[src/rtl/hms_display_scan_pkg.sv]
// Shared constants for the HH:MM:SS multiplexed seven-segment display scanner.
// Segment encodings are active-low {g,f,e,d,c,b,a}; digit enables are active-low.
package hms_display_scan_pkg;

  localparam int unsigned NUM_DIGITS = 6;

  // BCD constants
  localparam logic [3:0] BCD_ZERO = 4'd0;
  localparam logic [3:0] BCD_MAX  = 4'd9;

  // Active-low seven-segment patterns {g,f,e,d,c,b,a}
  localparam logic [6:0] SEG7_0    = 7'h40;
  localparam logic [6:0] SEG7_1    = 7'h79;
  localparam logic [6:0] SEG7_2    = 7'h24;
  localparam logic [6:0] SEG7_3    = 7'h30;
  localparam logic [6:0] SEG7_4    = 7'h19;
  localparam logic [6:0] SEG7_5    = 7'h12;
  localparam logic [6:0] SEG7_6    = 7'h02;
  localparam logic [6:0] SEG7_7    = 7'h78;
  localparam logic [6:0] SEG7_8    = 7'h00;
  localparam logic [6:0] SEG7_9    = 7'h10;
  localparam logic [6:0] SEG7_DASH = 7'h3F;

  // All segments (including dp) dark, all digits disabled
  localparam logic [7:0] SEG_OFF = 8'hFF;
  localparam logic [5:0] AN_OFF  = 6'h3F;

  // Digit slot index; the enum value is also the an[] bit position
  typedef enum logic [2:0] {
    DIG_SEC0  = 3'd0,
    DIG_SEC1  = 3'd1,
    DIG_MIN0  = 3'd2,
    DIG_MIN1  = 3'd3,
    DIG_HOUR0 = 3'd4,
    DIG_HOUR1 = 3'd5
  } digit_e;

endpackage

[src/rtl/hms_display_scan_bcd_to_seg.sv]
// Combinational BCD to active-low seven-segment decoder; values above 9 show a dash.
import hms_display_scan_pkg::*;

module bcd_to_seg (
  input  logic [3:0] bcd,
  output logic [6:0] seg
);

  // Table lookup, dash for anything outside 0-9
  always_comb begin
    seg = SEG7_DASH;
    case (bcd)
      4'd0:    seg = SEG7_0;
      4'd1:    seg = SEG7_1;
      4'd2:    seg = SEG7_2;
      4'd3:    seg = SEG7_3;
      4'd4:    seg = SEG7_4;
      4'd5:    seg = SEG7_5;
      4'd6:    seg = SEG7_6;
      4'd7:    seg = SEG7_7;
      4'd8:    seg = SEG7_8;
      4'd9:    seg = SEG7_9;
      default: seg = SEG7_DASH;
    endcase
  end

endmodule

[src/rtl/hms_display_scan.sv]
// Six-digit multiplexed display scanner for an HH:MM:SS clock.
// Each digit slot lasts SCAN_DIV clk cycles; the six inputs are snapshotted once
// per frame (on the tick leaving slot 5) so a frame never tears. seg/an are
// registered, an is blanked for one cycle after every slot change, and dp acts
// as the colon on min0 and hour0.
// Build option: define LZB_EN to blank the hour1 digit when it is zero.
import hms_display_scan_pkg::*;

module hms_display_scan #(
  parameter int unsigned SCAN_DIV = 50000
) (
  input  logic       clk,
  input  logic       rst,
  input  logic [3:0] sec0,
  input  logic [3:0] sec1,
  input  logic [3:0] min0,
  input  logic [3:0] min1,
  input  logic [3:0] hour0,
  input  logic [3:0] hour1,
  output logic [7:0] seg,
  output logic [5:0] an,
  output logic       frame_start
);

  logic [15:0]                 presc;
  logic                        tick;
  digit_e                      idx;
  logic [NUM_DIGITS-1:0][3:0]  snap;
  logic [3:0]                  cur_bcd;
  logic [6:0]                  cur_seg7;
  logic                        dp_n;
  logic [5:0]                  an_sel;
  logic [7:0]                  seg_d;
  logic [5:0]                  an_d;

  assign tick = (presc == 16'(SCAN_DIV - 1));

  // Prescaler: counts 0..SCAN_DIV-1 and wraps
  always_ff @(posedge clk or posedge rst) begin
    if (rst)       presc <= '0;
    else if (tick) presc <= '0;
    else           presc <= presc + 16'd1;
  end

  // Digit index advances once per slot, 5 wraps to 0
  always_ff @(posedge clk or posedge rst) begin
    if (rst)
      idx <= DIG_SEC0;
    else if (tick)
      idx <= (idx == DIG_HOUR1) ? DIG_SEC0 : digit_e'(idx + 3'd1);
  end

  // Frame snapshot of all six digits, taken when leaving the last slot
  always_ff @(posedge clk or posedge rst) begin
    if (rst) begin
      snap        <= '0;
      frame_start <= 1'b0;
    end else begin
      frame_start <= tick && (idx == DIG_HOUR1);
      if (tick && (idx == DIG_HOUR1))
        snap <= {hour1, hour0, min1, min0, sec1, sec0};
    end
  end

  // Select the snapshot digit and digit enable for the current slot
  always_comb begin
    cur_bcd = BCD_ZERO;
    an_sel  = AN_OFF;
    case (idx)
      DIG_SEC0:  begin cur_bcd = snap[0]; an_sel = 6'b111110; end
      DIG_SEC1:  begin cur_bcd = snap[1]; an_sel = 6'b111101; end
      DIG_MIN0:  begin cur_bcd = snap[2]; an_sel = 6'b111011; end
      DIG_MIN1:  begin cur_bcd = snap[3]; an_sel = 6'b110111; end
      DIG_HOUR0: begin cur_bcd = snap[4]; an_sel = 6'b101111; end
      DIG_HOUR1: begin cur_bcd = snap[5]; an_sel = 6'b011111; end
      default:   begin cur_bcd = BCD_ZERO; an_sel = AN_OFF; end
    endcase
  end

  bcd_to_seg u_dec (
    .bcd (cur_bcd),
    .seg (cur_seg7)
  );

  // Next seg/an: colon dp, ghost blanking on tick, optional leading-zero blanking
  always_comb begin
    dp_n  = !((idx == DIG_MIN0) || (idx == DIG_HOUR0));
    seg_d = {dp_n, cur_seg7};
    an_d  = tick ? AN_OFF : an_sel;
`ifdef LZB_EN
    if ((idx == DIG_HOUR1) && (snap[5] == BCD_ZERO)) begin
      seg_d = SEG_OFF;
      an_d  = AN_OFF;
    end
`else
`endif
  end

  // Registered display outputs
  always_ff @(posedge clk or posedge rst) begin
    if (rst) begin
      seg <= SEG_OFF;
      an  <= AN_OFF;
    end else begin
      seg <= seg_d;
      an  <= an_d;
    end
  end

endmodule

[config.mk]
export PLATFORM = sky130hd
export DESIGN_NAME = hms_display_scan
export DESIGN_NICKNAME = d
export VERILOG_FILES = /design/src/rtl/hms_display_scan_pkg.sv /design/src/rtl/hms_display_scan_bcd_to_seg.sv /design/src/rtl/hms_display_scan.sv
export SDC_FILE = /design/constraint.sdc
export NUM_CORES = 1
export LEC_CHECK = 0
export ABC_AREA = 1
export CAP_MARGIN = 40
export CORE_MARGIN = 3
export CORE_UTILIZATION = 50
export DETAILED_ROUTE_END_ITERATION = 8
export PLACE_DENSITY_LB_ADDON = 0.15
export SLEW_MARGIN = 25
export SYNTH_ARGS = -nofsm -noshare
export SYNTH_HDL_FRONTEND = slang
export SYNTH_SLANG_ARGS = --single-unit
[constraint.sdc]
create_clock -name clk -period 2.4 [get_ports clk]
set_input_delay 0.48 -clock clk [delete_from_list [all_inputs] [get_ports clk]]
set_output_delay 0.48 -clock clk [all_outputs]
set_load 0.05 [all_outputs]
==> results_dict.tcl <==
set metrics [dict create \
    cp.required_ps 2670 \
    combinational_share_of_power_pct 3.6 \
    number_of_antenna_violations_at_the_first_check_in_global_routing 0 \
    crit-reg2reg-launch "idx[0]" \
    post_layout_nonfiller_instances 474 \
    synth_seq_area_share_pct 50.8 \
    synth_top_area_cell "dfrtp_1" \
    final_hold_viol_count 0 \
    placement.io_buffers 40 \
    dieHeight_um 82.0 \
    power_report.internal_total_w 0.00141 \
    clock_tree.buffer_depth 2 \
    design.portCount 41 \
    ys_warn_count 0 \
    overflow 0 \
    net_load_switching_power_w 0.000408 \
    post_route_cells_drive_above_1_share_pct 16.7 \
    timing.critical_path.slowest_stage_cell "dfrtp_2" \
    path_delay_family "simple AND/OR/NAND/NOR gates" \
    num-fill-cells 504 \
    timing.final.crit_period_ps 2140 \
    synthArstFlopShare_pct 100 \
    post_cts_sizing 0 \
    power_frac_clock_pct 42.6 \
    clkLatencyLatePin_ps 340 \
    final_clock_period_utilization_by_the_worst_path_pct 89.2 \
    fmax_mhz 467 \
    synth.cell_area_sq_um 2890 \
    synthFlopType "dfrtp_1" \
    grt_start_max_net_pins 59 \
    n_antenna_cell 0 \
    postCtsSetupRepairBufs 0 \
    worstPathCellList "nand2_1 -> inv_1 -> ha_1 -> nor3_2 -> inv_1 -> nand2_1 -> inv_1 -> ha_1 -> inv_1 -> nand3_1 -> nand3_1 -> nand2_1" \
    relSlewSlack_pct 66.0 \
    ys_seq_elements 58 \
    die_area_sq_um 6730 \
    number_of_vias_per_cell_after_detailed_routing 4.83 \
    postSynthCellCount 350 \
    reg2reg_setup_slack_ps 260 \
    tightestPinTransition_ps 508 \
    tns_ps 0 \
    final-max-slew-violation-count 0 \
    cts.sinks 58 \
    setup_repair_after_global_routing_missed_its_margin "false" \
    worstHoldPathCells 1 \
    clk_transition_reported_paths_ps 60 \
    syn_nets 384 \
    cts_hold_buf 0 \
    drt-total-wl_mm 5.69 \
    worstRegToRegCells 12 \
    route.detailed.wl_per_inst_um 12.0 \
    routed-via-count 2289 \
    skew_ps 7.72 \
    detail-route-antenna-nets 0 \
    setup_viol 0 \
    vias_in_the_first_global_route 2171 \
    core_area_sq_um 5540 \
    ir_drop_v 0.000353 \
    wire_length_of_the_first_global_routing_pass_mm 9.50 \
    design.final.nets 431 \
    synth_cell_types 28 \
    power.density_cell_area_nw_per_um2 517 \
    place.gp.congestion 0.926 \
    setup.worst_path.start_class "flop" \
    top_area_cell_type_share_of_the_netlist_area_pct 38.1 \
    timing.setup.critical_path_class "reg -> reg" \
    layout-area-overhead-vs-synth_pct 21.7 \
    total_leakage_power_nw 1.74 \
    row_count 27 \
    hpwl_mm 4.12 \
    most_common_cell_type_on_the_critical_path "inv_1" \
    cts_inserted_buffers 9 \
    die-width_um 82.0 \
    cts_max_level 3 \
    crit-reg2reg-capture "seg[3]" \
    worstPathMaxFanout 12 \
    switching_share_pct 22.4 \
    synth_edf_count 0 \
    leading_post_synthesis_cells_by_cell_area "dfrtp_1 38%, nand2_1 17%, dfstp_2 13%, inv_1 4.9%, nand2_2 4.5%" \
    grt_usage_pct 18.9 \
    run_status "finished clean" \
    critical_path.n_buffers_inverters 4 \
    endpoint_worst_hold "presc[0]" \
    avgSynthCellArea_sq_um 8.26 \
    placedCellCount 458 \
    multiInputGateArea_sq_um 1190 \
    drt-pass1-iter-count 5 \
    sequential_cell_area_sq_um 1470 \
    drc_errors 0 \
    holdCritPathClass "reg -> reg" \
    power.sequential.fraction_pct 53.8 \
    drt-initial-drc-count 133 \
    slowest_delay_ps 490 \
    library_cell_used_as_clock_root_buffer "clkbuf_8" \
    drv.max_cap_violation_count 0 \
    floorplan.initialDensity_pct 52.2 \
    hold_path_startpoint "presc[0]" \
    timing.critical_path.arrival_ps 2410 \
    crit_path_end_kind "flop" \
    cts_tree "done" \
]
power groups by stage:
stage	Combinational, W	Clock [W]	Sequential (W)
after CTS	0.0000672	0.000789	0.000979
after global routing	0.0000721	0.000838	0.000978
after detailed placement	0.0000671	0	0.000996
after global placement	0.0000667	0	0.000996
after floorplan	0.0000141	0	0.000996
final	0.0000652	0.000774	0.000979
cells in the final DEF, fill, tap and decap left out, types with 8 or more instances in the layout:
master,instances
clkbuf_8,10
clkdlybuf4s50_1,40
nand3_1,24
dfstp_2,14
ha_1,8
nand2_2,21
nand2_1,130
dfrtp_1,42
nor2_1,24
inv_1,37
layer usage:
layer | vias to the layer above | track usage (%) | part of all wire (%)
met5 | - | 0 | 0
met4 | 0 | 7.14 | 1.5
met3 | 11 | 6.58 | 5.3
met2 | 53 | 31.2 | 47
met1 | 1045 | 22.7 | 46
li1 | 1180 | - | -
cell usage after synthesis (3+ instances only):
| cell type | instances |
|---|---|
| o21ai_0 | 6 |
| nand2_2 | 21 |
| dfstp_2 | 14 |
| nand3_1 | 24 |
| nand2_1 | 130 |
| xor2_1 | 4 |
| ha_1 | 8 |
| nor2_1 | 24 |
| nand4_1 | 5 |
| nor3_1 | 3 |
| nor4_1 | 3 |
| dfrtp_1 | 44 |
| inv_1 | 38 |
| buf_2 | 4 |
sequential cells by signal (all words and copies together), names as in the netlist:
name and count:
seg 8, presc 16, idx 3, an 6
frame_start 1, snap 24
layout make-up:
class / instances / area share (%)
flip-flops and latches: 58 / 41.8
multi-input cells: 244 / 34.0
repair buffers: 43 / 12.4
inverters: 41 / 4.41
clock buffers: 10 / 3.91
well taps: 72 / 2.56
clock inverters: 6 / 0.925
through the flow:
step	hold slack [ps]	power [W]	utilization, %	area (sq um)	setup WS (ps)
floorplan	433	0.00101	-	2890	444
global placement	450	0.00106	60.4	3340	333
detailed placement	458	0.00106	60.4	3340	222
CTS	467	0.00183	63.4	3510	218
global route	481	0.00189	63.5	3520	35.9
finish	463	0.00182	63.5	3520	258
how the worst max path moves through the flow:
stage,startpoint,to,slack (ps),cells past startpoint
after CTS,idx[2],seg[3],220,11
after global placement,idx[2],seg[3],330,11
after floorplan,idx[0],seg[3],440,13
final,idx[0],seg[3],260,12
after detailed placement,idx[2],seg[3],220,11
after global routing,idx[0],seg[3],40,12
logic make-up after synthesis:
logic type                 after synthesis  synth area share [%]
AOI/OAI and AO/OA                       12                  2.16
xor gates and xnor gates                 6                  1.82
adders and majority gates                8                  3.46
DFF                                     58                  50.8
buffers and inverters                   48                  7.84
and+or+nand+nor                        218                  33.9
No activity file was read; power rests on OpenSTA's default activity.
